--- config.mk ---
export PLATFORM = sky130hd
export DESIGN_NAME = muldiv_unit
export DESIGN_NICKNAME = d
export VERILOG_FILES = /design/src/rtl/muldiv_unit.sv
export SDC_FILE = /design/constraint.sdc
export NUM_CORES = 1
export LEC_CHECK = 0
export BUFFER_PORTS_ARGS = -buffer_cell sky130_fd_sc_hd__buf_2
export CAP_MARGIN = 20
export CELL_PAD_IN_SITES_DETAIL_PLACEMENT = 1
export CELL_PAD_IN_SITES_GLOBAL_PLACEMENT = 2
export CORE_ASPECT_RATIO = 0.7
export CORE_MARGIN = 5
export CORE_UTILIZATION = 39
export DETAILED_ROUTE_END_ITERATION = 8
export HOLD_SLACK_MARGIN = 0.05
export PLACE_DENSITY = 0.94
export SKIP_CTS_REPAIR_TIMING = 1
export SLEW_MARGIN = 15
export SYNTH_ARGS = -nofsm -noshare
export SYNTH_HDL_FRONTEND = slang
export SYNTH_SLANG_ARGS = --single-unit
--- constraint.sdc ---
create_clock -name clk -period 9.93 [get_ports clk]
set_input_delay 1.4895 -clock clk [delete_from_list [all_inputs] [get_ports clk]]
set_output_delay 1.4895 -clock clk [all_outputs]
set_load 0.005 [all_outputs]
--- src/rtl/muldiv_unit.sv ---
// Iterative radix-2 multiply/divide engine (MULT/MULTU/DIV/DIVU) returning {HI,LO}.
// Optional build macro MULDIV_EARLY_OUT_EN: multiply stops once the remaining multiplier bits are zero.
module muldiv_unit #(
  parameter int DATA_W = 32
) (
  input  logic                  clk,
  input  logic                  resetn,
  input  logic                  start_i,
  input  logic [1:0]            op_i,
  input  logic [DATA_W-1:0]     opa_i,
  input  logic [DATA_W-1:0]     opb_i,
  input  logic                  annul_i,
  output logic                  busy_o,
  output logic                  ready_o,
  output logic [2*DATA_W-1:0]   result_o,
  output logic                  div_zero_o
);

  localparam int CNT_W = $clog2(DATA_W) + 1;
`ifdef MULDIV_EARLY_OUT_EN
  localparam bit EARLY_OUT = 1'b1;
`else
  localparam bit EARLY_OUT = 1'b0;
`endif

  typedef enum logic [2:0] {
    ST_IDLE = 3'd0,
    ST_PREP = 3'd1,
    ST_CALC = 3'd2,
    ST_FIX  = 3'd3,
    ST_DONE = 3'd4
  } state_t;

  state_t              state_r;
  logic [CNT_W-1:0]    cnt_r;
  logic [1:0]          op_r;
  logic [2*DATA_W-1:0] a_r;     // raw opa, then shifted multiplicand
  logic [DATA_W-1:0]   b_r;     // raw opb, then |multiplier| or |divisor|
  logic [2*DATA_W-1:0] acc_r;   // product, or {remainder, quotient}
  logic                sign_q_r;
  logic                sign_r_r;

  logic                is_div_s;
  logic                sa_s;
  logic                sb_s;
  logic [DATA_W-1:0]   abs_a_s;
  logic [DATA_W-1:0]   abs_b_s;
  logic [DATA_W:0]     rem_shift_s;
  logic [DATA_W:0]     diff_s;
  logic [2*DATA_W-1:0] div_next_s;
  logic                last_step_s;
  logic [DATA_W-1:0]   quot_s;
  logic [DATA_W-1:0]   rem_s;
  logic [2*DATA_W-1:0] fix_result_s;

  // Operand signs/magnitudes, restoring-divide step and final sign correction
  always_comb begin
    is_div_s     = op_r[1];
    sa_s         = ~op_r[0] & a_r[DATA_W-1];
    sb_s         = ~op_r[0] & b_r[DATA_W-1];
    abs_a_s      = a_r[DATA_W-1:0];
    abs_b_s      = b_r;
    if (sa_s) abs_a_s = -a_r[DATA_W-1:0];
    else      abs_a_s = a_r[DATA_W-1:0];
    if (sb_s) abs_b_s = -b_r;
    else      abs_b_s = b_r;

    rem_shift_s  = {acc_r[2*DATA_W-1:DATA_W], acc_r[DATA_W-1]};
    diff_s       = rem_shift_s - {1'b0, b_r};
    div_next_s   = acc_r;
    if (!diff_s[DATA_W]) div_next_s = {diff_s[DATA_W-1:0], acc_r[DATA_W-2:0], 1'b1};
    else                 div_next_s = {rem_shift_s[DATA_W-1:0], acc_r[DATA_W-2:0], 1'b0};

    last_step_s  = (cnt_r == CNT_W'(DATA_W - 1)) ||
                   (EARLY_OUT && !is_div_s && (b_r[DATA_W-1:1] == {(DATA_W-1){1'b0}}));

    quot_s       = acc_r[DATA_W-1:0];
    rem_s        = acc_r[2*DATA_W-1:DATA_W];
    fix_result_s = acc_r;
    if (sign_q_r) quot_s = -acc_r[DATA_W-1:0];
    else          quot_s = acc_r[DATA_W-1:0];
    if (sign_r_r) rem_s = -acc_r[2*DATA_W-1:DATA_W];
    else          rem_s = acc_r[2*DATA_W-1:DATA_W];
    if (is_div_s)      fix_result_s = {rem_s, quot_s};
    else if (sign_q_r) fix_result_s = -acc_r;
    else               fix_result_s = acc_r;
  end

  // Control FSM, datapath registers and registered outputs
  always_ff @(posedge clk) begin
    if (!resetn) begin
      state_r    <= ST_IDLE;
      cnt_r      <= '0;
      op_r       <= 2'b00;
      a_r        <= '0;
      b_r        <= '0;
      acc_r      <= '0;
      sign_q_r   <= 1'b0;
      sign_r_r   <= 1'b0;
      busy_o     <= 1'b0;
      ready_o    <= 1'b0;
      result_o   <= '0;
      div_zero_o <= 1'b0;
    end else begin
      ready_o <= 1'b0;
      if (annul_i && (state_r != ST_IDLE)) begin
        state_r <= ST_IDLE;
        busy_o  <= 1'b0;
      end else begin
        case (state_r)
          ST_IDLE: begin
            // annul in the same cycle drops the start
            if (start_i && !annul_i) begin
              op_r    <= op_i;
              a_r     <= {{DATA_W{1'b0}}, opa_i};
              b_r     <= opb_i;
              busy_o  <= 1'b1;
              state_r <= ST_PREP;
            end
          end
          ST_PREP: begin
            sign_q_r <= sa_s ^ sb_s;
            sign_r_r <= sa_s;
            cnt_r    <= '0;
            if (is_div_s && (b_r == {DATA_W{1'b0}})) begin
              result_o   <= {a_r[DATA_W-1:0], {DATA_W{1'b1}}};
              div_zero_o <= 1'b1;
              ready_o    <= 1'b1;
              state_r    <= ST_DONE;
            end else begin
              b_r     <= abs_b_s;
              state_r <= ST_CALC;
              if (is_div_s) begin
                acc_r <= {{DATA_W{1'b0}}, abs_a_s};
              end else begin
                a_r   <= {{DATA_W{1'b0}}, abs_a_s};
                acc_r <= '0;
              end
            end
          end
          ST_CALC: begin
            cnt_r <= cnt_r + CNT_W'(1);
            if (is_div_s) begin
              acc_r <= div_next_s;
            end else begin
              if (b_r[0]) acc_r <= acc_r + a_r;
              a_r <= a_r << 1;
              b_r <= b_r >> 1;
            end
            if (last_step_s) state_r <= ST_FIX;
          end
          ST_FIX: begin
            result_o   <= fix_result_s;
            div_zero_o <= 1'b0;
            ready_o    <= 1'b1;
            state_r    <= ST_DONE;
          end
          ST_DONE: begin
            busy_o  <= 1'b0;
            state_r <= ST_IDLE;
          end
          default: begin
            busy_o  <= 1'b0;
            state_r <= ST_IDLE;
          end
        endcase
      end
    end
  end

endmodule

Word level (Yosys, flattened, before mapping)
Cells that the tools add are included.
{ "word_totals": {"ff_bits": 240, "in_bits": 70, "output_inout_bits": 67, "word_cells": 94} }
{ "op_classes": {"addsub": 8, "n_eq_ne": 12, "muxes": 34, "bitwise_logic": 7, "reduce_logical": 21} }
{ "ops": {"columns": ["cell", "n"], "rows": [
  ["64-bit 2-to-1 mux", 11],
  ["32-bit 2-to-1 mux", 8],
  ["64-bit one-hot mux with 2 select lines", 2],
  ["64-bit one-hot mux with 3 select lines", 1],
  ["32-bit negation", 4],
  ["32-bit one-hot mux with 3 select lines", 1],
  ["64-bit adder", 1],
  ["64-bit negation", 1],
  ["33-bit by 32-bit subtractor with 33-bit output", 1],
  ["32-bit zero test", 1],
  ["2-bit inequality test (second input constant)", 7],
  ["3-bit one-hot mux with 4 select lines", 1],
  ["6-bit one-hot mux with 2 select lines", 1],
  ["6-bit AND reduction", 2],
  ["3-bit 2-to-1 mux", 3],
  ["2-bit AND reduction", 4],
  ["6-bit by 1-bit adder with 6-bit output (second input constant)", 1],
  ["3-bit by 2-bit == test with 1-bit output (second input constant)", 2],
  ["6-bit by 5-bit == test with 1-bit output (second input constant)", 1],
  ["1-bit one-hot mux with 2 select lines", 3],
  ["3-bit AND reduction", 2],
  ["3-bit nonzero test", 2],
  ["1-bit NOT", 4],
  ["4-bit AND reduction", 1],
  ["other kinds (11)", 17]
]} }

Depth between registers and ports, before layout
Gate-level depths: netlist (run 1).
{ "depth": {"ltp_word": 6, "ltp_mapped": 15, "ltp_nobuf": 13} }

Least setup slack after synthesis (run 1)
Ideal clock, no wire load.
{ "synth_timing": {"kind": "input-to-reg", "from": "input port annul_i", "to": "register acc_r[62]", "setup_time_ps": 122, "arrival_ps": 3275, "required_time_ps": 9808, "path_slack_ps": 6533, "stages": 7, "n_path_buf": 2, "path_cell_list": "nor3_1 > o21ai_0 > nor2_1 > nor2_1 > buf_2 > buf_2 > a221o_1"} }
{ "synth_via": {"elab_chain_cells": 3} }
{ "synth_lines": {"columns": ["item", "line", "source"], "rows": [
  ["from (decl)", "12", "input logic annul_i,"],
  ["1-bit logical AND", "106", "if (annul_i && (state_r != ST_IDLE)) begin"],
  ["1-bit NOT (no source line)", null, null],
  ["4-bit AND reduction (no source line)", null, null],
  ["to (signal assigned)", "134", "acc_r <= {{DATA_W{1'b0}}, abs_a_s};"],
  ["to (signal assigned)", "144", "acc_r <= div_next_s;"],
  ["to (signal assigned)", "146", "if (b_r[0]) acc_r <= acc_r + a_r;"],
  ["to (decl)", "39", "logic [2*DATA_W-1:0] acc_r;"]
]} }
Every way passes these cells.
A chain may end at the register's enable or synchronous reset.

Worst setup path after layout (run 1)
{ "layout_timing": {"from": "register b_r[14]", "to": "register result_o[62]"} }
{ "layout_via": {"elab_chain_cells": 4} }
{ "layout_lines": {"columns": ["item", "line", "source"], "rows": [
  ["from (decl)", "38", "logic [DATA_W-1:0] b_r;"],
  ["from (signal assigned)", "116", "b_r <= opb_i;"],
  ["from (signal assigned)", "131", "b_r <= abs_b_s;"],
  ["from (signal assigned)", "148", "b_r <= b_r >> 1;"],
  ["32-bit zero test", "125", "if (is_div_s && (b_r == {DATA_W{1'b0}})) begin"],
  ["1-bit logical AND", "125", null],
  ["2-bit inequality test (no source line)", null, null],
  ["3-bit AND reduction (no source line)", null, null],
  ["to (signal assigned)", "126", "result_o <= {a_r[DATA_W-1:0], {DATA_W{1'b1}}};"],
  ["to (signal assigned)", "153", "result_o <= fix_result_s;"],
  ["to (decl)", "15", "output logic [2*DATA_W-1:0] result_o,"]
]} }
Every way passes these cells.

==> run metrics, run 1 <==
pre-CTS WS 5.25 ns; number of detailed-routing iterations run before antenna repair 6; Max VDD drop 113 uV; reg-to-reg setup timing slack 5.20 ns; average cell area after synthesis 7.40 um^2; Clock Sink Count 240; endpoint kind of the worst setup timing path register; floorplan die width 273 um; arrival time reported for the critical path endpoint 5.26 ns; post-route clock period utilization 0.476; RePlAce Congestion 0.964; Setup crit start kind register; post-CTS clock slew at the launch and capture registers of the worst setup and hold paths 0.07 ns; Crit Path Max Fanout 55; number of buffers on the longest clock path 3; clock tree from TritonCTS built; worst rel slew slack 0.288; synthesized net count 2717; number of rows in the core area 67; clock latency on the worst-skew pair 0.59 ns; Crit Path Category reg2reg; RSZ-0062 raised after global routing no; yosys warns 0; Final Hold Viols 0; DRC violations left 0; share of cells above drive strength 1 0.102; sequential area share after synthesis 0.255; Die Footprint 52800 um^2; starting density of the core 0.394; global router's overall resource usage 0.284; pin slew with the least headroom to its limit 1.07 ns; final-layout worst hold slack 0.458 ns; share of async-settable or async-resettable flops after synthesis 0; sum of routed wire segments on met1 38000 um; Clock H-tree levels 1; min cycle time layout 4.73 ns; max-cap violation count 0; Inserted Clock Buffers 27; pin count of the biggest net entering global routing 78; power consumption 2.63 mW; total number of nets in the final design 2723; Clock Root Buffer sky130_fd_sc_hd__clkbuf_16; number of distinct standard cells referenced by the synthesized netlist 88; worst clock skew on the final layout 0.0125 ns; final global-route overflow total 0; outcome finished clean; DR vias/cell 6.44; Post-synth EDFFs 0; drt wl/cell 24.9 um; Cells after Synth 2545; wire length on met3 7500 um; leading register cell type out of synthesis sky130_fd_sc_hd__dfxtp_1; CORE AREA 47800 um^2; number of antenna-violating nets in the routed design 0; CP Data Required Time 10.46 ns; violation count after the first detailed-routing iteration 2300; total via count in the routed design 20600; layout overhead on the synthesized area 10.0%; maximum clock rate 0.211 GHz; Lkg Pwr 8.27 nW; number of buffers added on ports 136; power density over the cells 127 nW/um^2; via count of the first global-routing pass 20000; placed wire-length estimate 58800 um; Min-Delay Path Class reg2reg; total met2 wirelength after detailed routing 32000 um; minimum setup slack in the final design 5.20 ns; wire length of the first global-routing pass 121000 um; cell area after synthesis 18800 um^2; register bit total from synthesis 240; top layer used by detailed routing met4; Die Y 194 um; wire length reported by the detailed router 79500 um; number of setup violations in the final report 0; initial antenna violation count 2; IO Pins 137; final max-slew violation count 0; Total Negative Setup Slacks 0 ns
## routing by layer
layer | vias up | global-route usage
met5 | - | 0
met4 | 0 | 0.0627
met3 | 123 | 0.0678
met2 | 845 | 0.403
met1 | 10200 | 0.434
li1 | 9410 | -
## cell usage in the layout (no fill, tap or decap), types with 15 or more instances in the layout
cell type                   count
sky130_fd_sc_hd__clkbuf_16     27
sky130_fd_sc_hd__a22oi_1       64
sky130_fd_sc_hd__a21oi_1      243
sky130_fd_sc_hd__o211ai_1      19
sky130_fd_sc_hd__nand2_1      228
sky130_fd_sc_hd__nand4_1       30
sky130_fd_sc_hd__inv_1         69
sky130_fd_sc_hd__and2_1        15
sky130_fd_sc_hd__a211oi_1      82
sky130_fd_sc_hd__nand3_1       80
sky130_fd_sc_hd__ha_1         100
sky130_fd_sc_hd__o21bai_1      15
sky130_fd_sc_hd__o21ai_0      197
sky130_fd_sc_hd__or3_1         21
sky130_fd_sc_hd__dfxtp_1      239
sky130_fd_sc_hd__mux2i_1       15
sky130_fd_sc_hd__a221o_1       25
sky130_fd_sc_hd__a31oi_1       18
sky130_fd_sc_hd__buf_4         34
sky130_fd_sc_hd__nor2_1       261
sky130_fd_sc_hd__nand2b_1      20
sky130_fd_sc_hd__a21o_1        50
sky130_fd_sc_hd__a221oi_1      52
sky130_fd_sc_hd__o221ai_1      17
sky130_fd_sc_hd__and3_1        16
sky130_fd_sc_hd__nor3_1        57
sky130_fd_sc_hd__buf_2        136
sky130_fd_sc_hd__xnor2_1      103
sky130_fd_sc_hd__xor2_1        78
sky130_fd_sc_hd__o31ai_1       37
## per-stage QoR
stage | area [um^2] | util | std cells
floorplan | 18800 | - | 2545
global placement | 19800 | 0.414 | 3141
detailed placement | 19800 | 0.415 | 3141
CTS | 20700 | 0.433 | 3190
global route | 20700 | 0.433 | 3192
finish | 20700 | 0.433 | 3193
## path summary, 6_finish.rpt
kind	from	to	depth (start not counted)
worst max-delay path	b_r[14]$_SDFFE_PN0P_	result_o[62]$_SDFFE_PN0P_	11
worst min-delay path	result_o[47]$_SDFFE_PN0P_	result_o[47]$_SDFFE_PN0P_	2
worst max register to register	b_r[14]$_SDFFE_PN0P_	result_o[62]$_SDFFE_PN0P_	11
worst min register to register	result_o[47]$_SDFFE_PN0P_	result_o[47]$_SDFFE_PN0P_	2
## Yosys cell counts (all sizes together) (24+ instances only)
cell type | n | area, um^2
a21o | 50 | 375
a21oi | 244 | 1220
o31ai | 37 | 278
a221o | 25 | 250
ha | 100 | 1250
nor2 | 265 | 995
a221oi | 52 | 455
nand2 | 230 | 871
clkbuf | 155 | 592
or3 | 24 | 161
a211oi | 82 | 616
buf | 37 | 188
dfxtp | 240 | 4800
a22oi | 64 | 480
xor2 | 79 | 692
nor3 | 61 | 310
o21ai | 206 | 1030
xnor2 | 104 | 918
inv | 70 | 263
nand4 | 30 | 188
nand3 | 80 | 400
## registers in the layout (all words and copies together), names as in the netlist, 2 cells and up
register / cells
a_r: 64
acc_r: 64
result_o: 64
b_r: 32
cnt_r: 6
state_r: 3
op_r: 2
## worst max-delay path: stages, from the launching register on
cell,delay (ns)
sky130_fd_sc_hd__dfxtp_1,0.39
sky130_fd_sc_hd__or4_1,0.68
sky130_fd_sc_hd__nor4_2,0.33
sky130_fd_sc_hd__nand4_1,0.22
sky130_fd_sc_hd__nor2_1,0.36
sky130_fd_sc_hd__nor2_1,0.20
sky130_fd_sc_hd__nor3_2,0.54
sky130_fd_sc_hd__buf_4,0.62
sky130_fd_sc_hd__nand2_1,0.27
sky130_fd_sc_hd__a2111oi_0,0.68
sky130_fd_sc_hd__buf_4,0.25
sky130_fd_sc_hd__a31o_1,0.09
## cell type report
cell class | instances | area (um^2)
clock inverters | 14 | 143
fillers | 5937 | 27100
diodes | 1 | 2.50
flip-flops and latches | 240 | 4810
well taps | 621 | 777
inverters | 71 | 269
multi-input cells | 2041 | 13000
repair buffers | 170 | 936
clock buffers | 35 | 736
## power by group
group          switching (mW)  internal (mW)
Sequential             0.0610          0.990
Combinational           0.351          0.192
Clock                   0.461          0.577
Total                   0.873           1.76
## cells by family (layout without fill, tap and decap cells)
kind of cell | count (synthesis) | after routing | synth area share
AOI/OAI and AO/OA | 925 | 925 | 0.324
muxes | 17 | 17 | 0.00917
buffers and inverters | 264 | 290 | 0.0560
xor gates and xnor gates | 183 | 183 | 0.0855
DFF | 240 | 240 | 0.255
adders and majority gates | 102 | 102 | 0.0686
other | 0 | 1 | 0
and+or+nand+nor | 814 | 814 | 0.201
No activity file was read; power rests on OpenSTA's default activity.
==> inputs of run 2 (changes only) <==
--- a/config.mk
+++ b/config.mk
@@ -11,10 +11,10 @@
 export CELL_PAD_IN_SITES_GLOBAL_PLACEMENT = 2
 export CORE_ASPECT_RATIO = 0.7
 export CORE_MARGIN = 5
-export CORE_UTILIZATION = 39
+export CORE_UTILIZATION = 33
 export DETAILED_ROUTE_END_ITERATION = 8
 export HOLD_SLACK_MARGIN = 0.05
-export PLACE_DENSITY = 0.94
+export PLACE_DENSITY = 0.85
 export SKIP_CTS_REPAIR_TIMING = 1
 export SLEW_MARGIN = 15
 export SYNTH_ARGS = -nofsm -noshare
==> constraint.sdc (replaced) <==
create_clock -name clk -period 4.2 [get_ports clk]
set_input_delay 0.63 -clock clk [delete_from_list [all_inputs] [get_ports clk]]
set_output_delay 0.63 -clock clk [all_outputs]
set_load 0.005 [all_outputs]
==> run metrics, run 2 (same netlist as run 1, synthesis figures left out) <==
Min-Delay Path Class in2reg; number of buffers on the longest clock path 3 (unchanged); pin count of the biggest net entering global routing 82 (+5.1%); cell depth of the worst min-delay path 3 (+1); final max-slew violation count 0 (unchanged); initial antenna violation count 2 (unchanged); number of setup violations in the final report 0 (unchanged); outcome finished clean; layout overhead on the synthesized area 13.3%; number of detailed-routing iterations run before antenna repair 5 (-1); Util after Layout 0.377 (-0.0567); total via count in the routed design 20700 (+0.43%); starting density of the core 0.333 (-0.0616); arrival time reported for the critical path endpoint 4.49 ns (-0.77 ns); min cycle time layout 3.96 ns (-0.764 ns); reg-to-reg setup timing slack 0.24 ns (-4.97 ns); most frequent cells in the layout sky130_fd_sc_hd__nor2_1 (260), sky130_fd_sc_hd__a21oi_1 (243), sky130_fd_sc_hd__dfxtp_1 (239); Setup crit start kind register; pre-CTS WS 0.248 ns (-5.00 ns); crit-path max cell delay 0.62 ns (-0.06 ns); min-delay src op_i[0]; Max VDD drop 311 uV (+180%); endpoint kind of the worst setup timing path register; placed cell count 3323 (+5.8%); leading registers by flop count a_r x64, acc_r x64, result_o x64; max-cap violation count 0 (unchanged); violation count after the first detailed-routing iteration 2174 (-5.5%); Lkg Pwr 8.56 nW (+3.6%); cell depth of the worst flop-to-flop path 13 (+2); CP bufs+invs 2 (unchanged); Inserted Clock Buffers 29 (+7.4%); Clock Root Buffer sky130_fd_sc_hd__clkbuf_16; pin slew with the least headroom to its limit 1.05 ns (-0.0124 ns); Die Y 210 um (+8.3%); sequence of cells on the critical path inv_1 -> ha_1 -> o211ai_1 -> a21oi_1 -> o31ai_1 -> a21oi_1 -> a21bo_2 -> a41oi_2 -> xnor2_2 -> buf_4 -> nor2_1 -> a211oi_1 -> a221o_1; RePlAce Congestion 0.961 (-0.30%); Crit Path Category reg2reg; capturing point of the worst reg2reg path acc_r[62]$_SDFFE_PN0P_; cell with the largest stage delay on the worst path sky130_fd_sc_hd__xnor2_2; share of cells above drive strength 1 0.119 (+0.0173); worst rel slew slack 0.298 (+0.0101); clock latency on the worst-skew pair 0.61 ns (+0.02 ns); via count of the first global-routing pass 20100 (+0.82%); CORE AREA 56600 um^2 (+19%); placed wire-length estimate 61400 um (+4.5%); final cell count without fillers 3376 (+5.7%); number of rows in the core area 73 (+9.0%); CP Data Required Time 4.73 ns (-5.73 ns); floorplan die width 296 um (+8.4%); sink of the worst hold path op_r[0]$_SDFFE_PN0P_; final global-route overflow total 0 (unchanged); IO Pins 137 (unchanged); post-route clock period utilization 0.944 (+0.468); commonest non-fill, non-tap cell in the layout sky130_fd_sc_hd__nor2_1; wire length reported by the detailed router 80700 um (+1.5%); Clock Sink Count 240 (unchanged); most frequent CP cell sky130_fd_sc_hd__a21oi_1; maximum clock rate 0.252 GHz (+19%); Total Negative Setup Slacks 0 ns (unchanged); worst clock skew on the final layout 0.0332 ns (+0.0207 ns); global router's overall resource usage 0.248 (-0.0360); launch point of the worst reg-to-reg path b_r[5]$_SDFFE_PN0P_; drt wl/cell 23.9 um (-4.0%); DRC violations left 0 (unchanged); kind of cell with the highest combined delay on the critical path compound AO/OA/AOI/OAI gates; power density over the cells 301 nW/um^2 (+140%); total number of nets in the final design 2777 (+2.0%); Die Footprint 62000 um^2 (+17%); Clock H-tree levels 1 (unchanged); post-CTS clock slew at the launch and capture registers of the worst setup and hold paths 0.06 ns (about the same); Crit Path Max Fanout 10 (-82%); wire length of the first global-routing pass 123000 um (+1.3%); RSZ-0062 raised after global routing yes; DR vias/cell 6.12 (-5.0%); number of antenna-violating nets in the routed design 0 (unchanged); Final Hold Viols 0 (unchanged); clock tree from TritonCTS built; number of buffers added on ports 136 (unchanged); minimum setup slack in the final design 0.236 ns (-4.97 ns)
[run 2: metrics by stage]
step | instance area, um^2 | hold WS (ns) | power (mW)
2_1_floorplan | 18800 | 0.448 | 3.37
3_3_place_gp | 20400 | 0.447 | 3.77
3_5_place_dp | 20400 | 0.449 | 3.81
4_1_cts | 21300 | 0.257 | 6.43
5_1_grt | 21300 | 0.301 | 6.67
6_report | 21300 | 0.276 | 6.43
[run 2: metal layers]
metal / up-vias / routed length (um) / GRT usage
met5: - / 13 / 0
li1: 9524 / - / -
met3: 106 / 6540 / 0.0433
met4: 2 / 1820 / 0.0525
met2: 732 / 32100 / 0.346
met1: 10300 / 40200 / 0.393
[run 2: worst max-delay path by stage]
stage	start	to	slack [ns]	depth (start not counted)
global route	b_r[5]$_SDFFE_PN0P_	acc_r[62]$_SDFFE_PN0P_	-0.02	13
finish	b_r[5]$_SDFFE_PN0P_	acc_r[62]$_SDFFE_PN0P_	0.24	13
CTS	acc_r[6]$_SDFFE_PN0P_	acc_r[51]$_SDFFE_PN0P_	0.21	11
floorplan	acc_r[32]$_SDFFE_PN0P_	acc_r[60]$_SDFFE_PN0P_	0.83	13
detailed placement	acc_r[6]$_SDFFE_PN0P_	acc_r[51]$_SDFFE_PN0P_	0.25	11
global placement	acc_r[15]$_SDFFE_PN0P_	result_o[62]$_SDFFE_PN0P_	0.15	10
[run 2: power breakdown]
group | internal [mW] | switching (mW) | leakage [nW]
Clock | 1.50 | 1.11 | 0.461
Sequential | 2.34 | 0.117 | 1.95
Combinational | 0.482 | 0.867 | 6.16
Total | 4.33 | 2.10 | 8.56
[run 2: final cells by class]
class,instances,area [um^2]
Tap cell,750,938
Multi-Input combinational cell,2041,13000
Timing Repair Buffer,222,1350
Fill cell,6986,35300
Clock buffer,40,797
Clock inverter,11,146
Inverter,71,269
Antenna cell,1,2.50
Sequential cell,240,4810
[run 2: worst min-delay path, delay by kind of cell]
| family | cells | cell delay, ns |
|---|---|---|
| buffers and inverters | 1 | 0.08 |
| muxes | 1 | 0.06 |
| and+or+nand+nor | 1 | 0.08 |
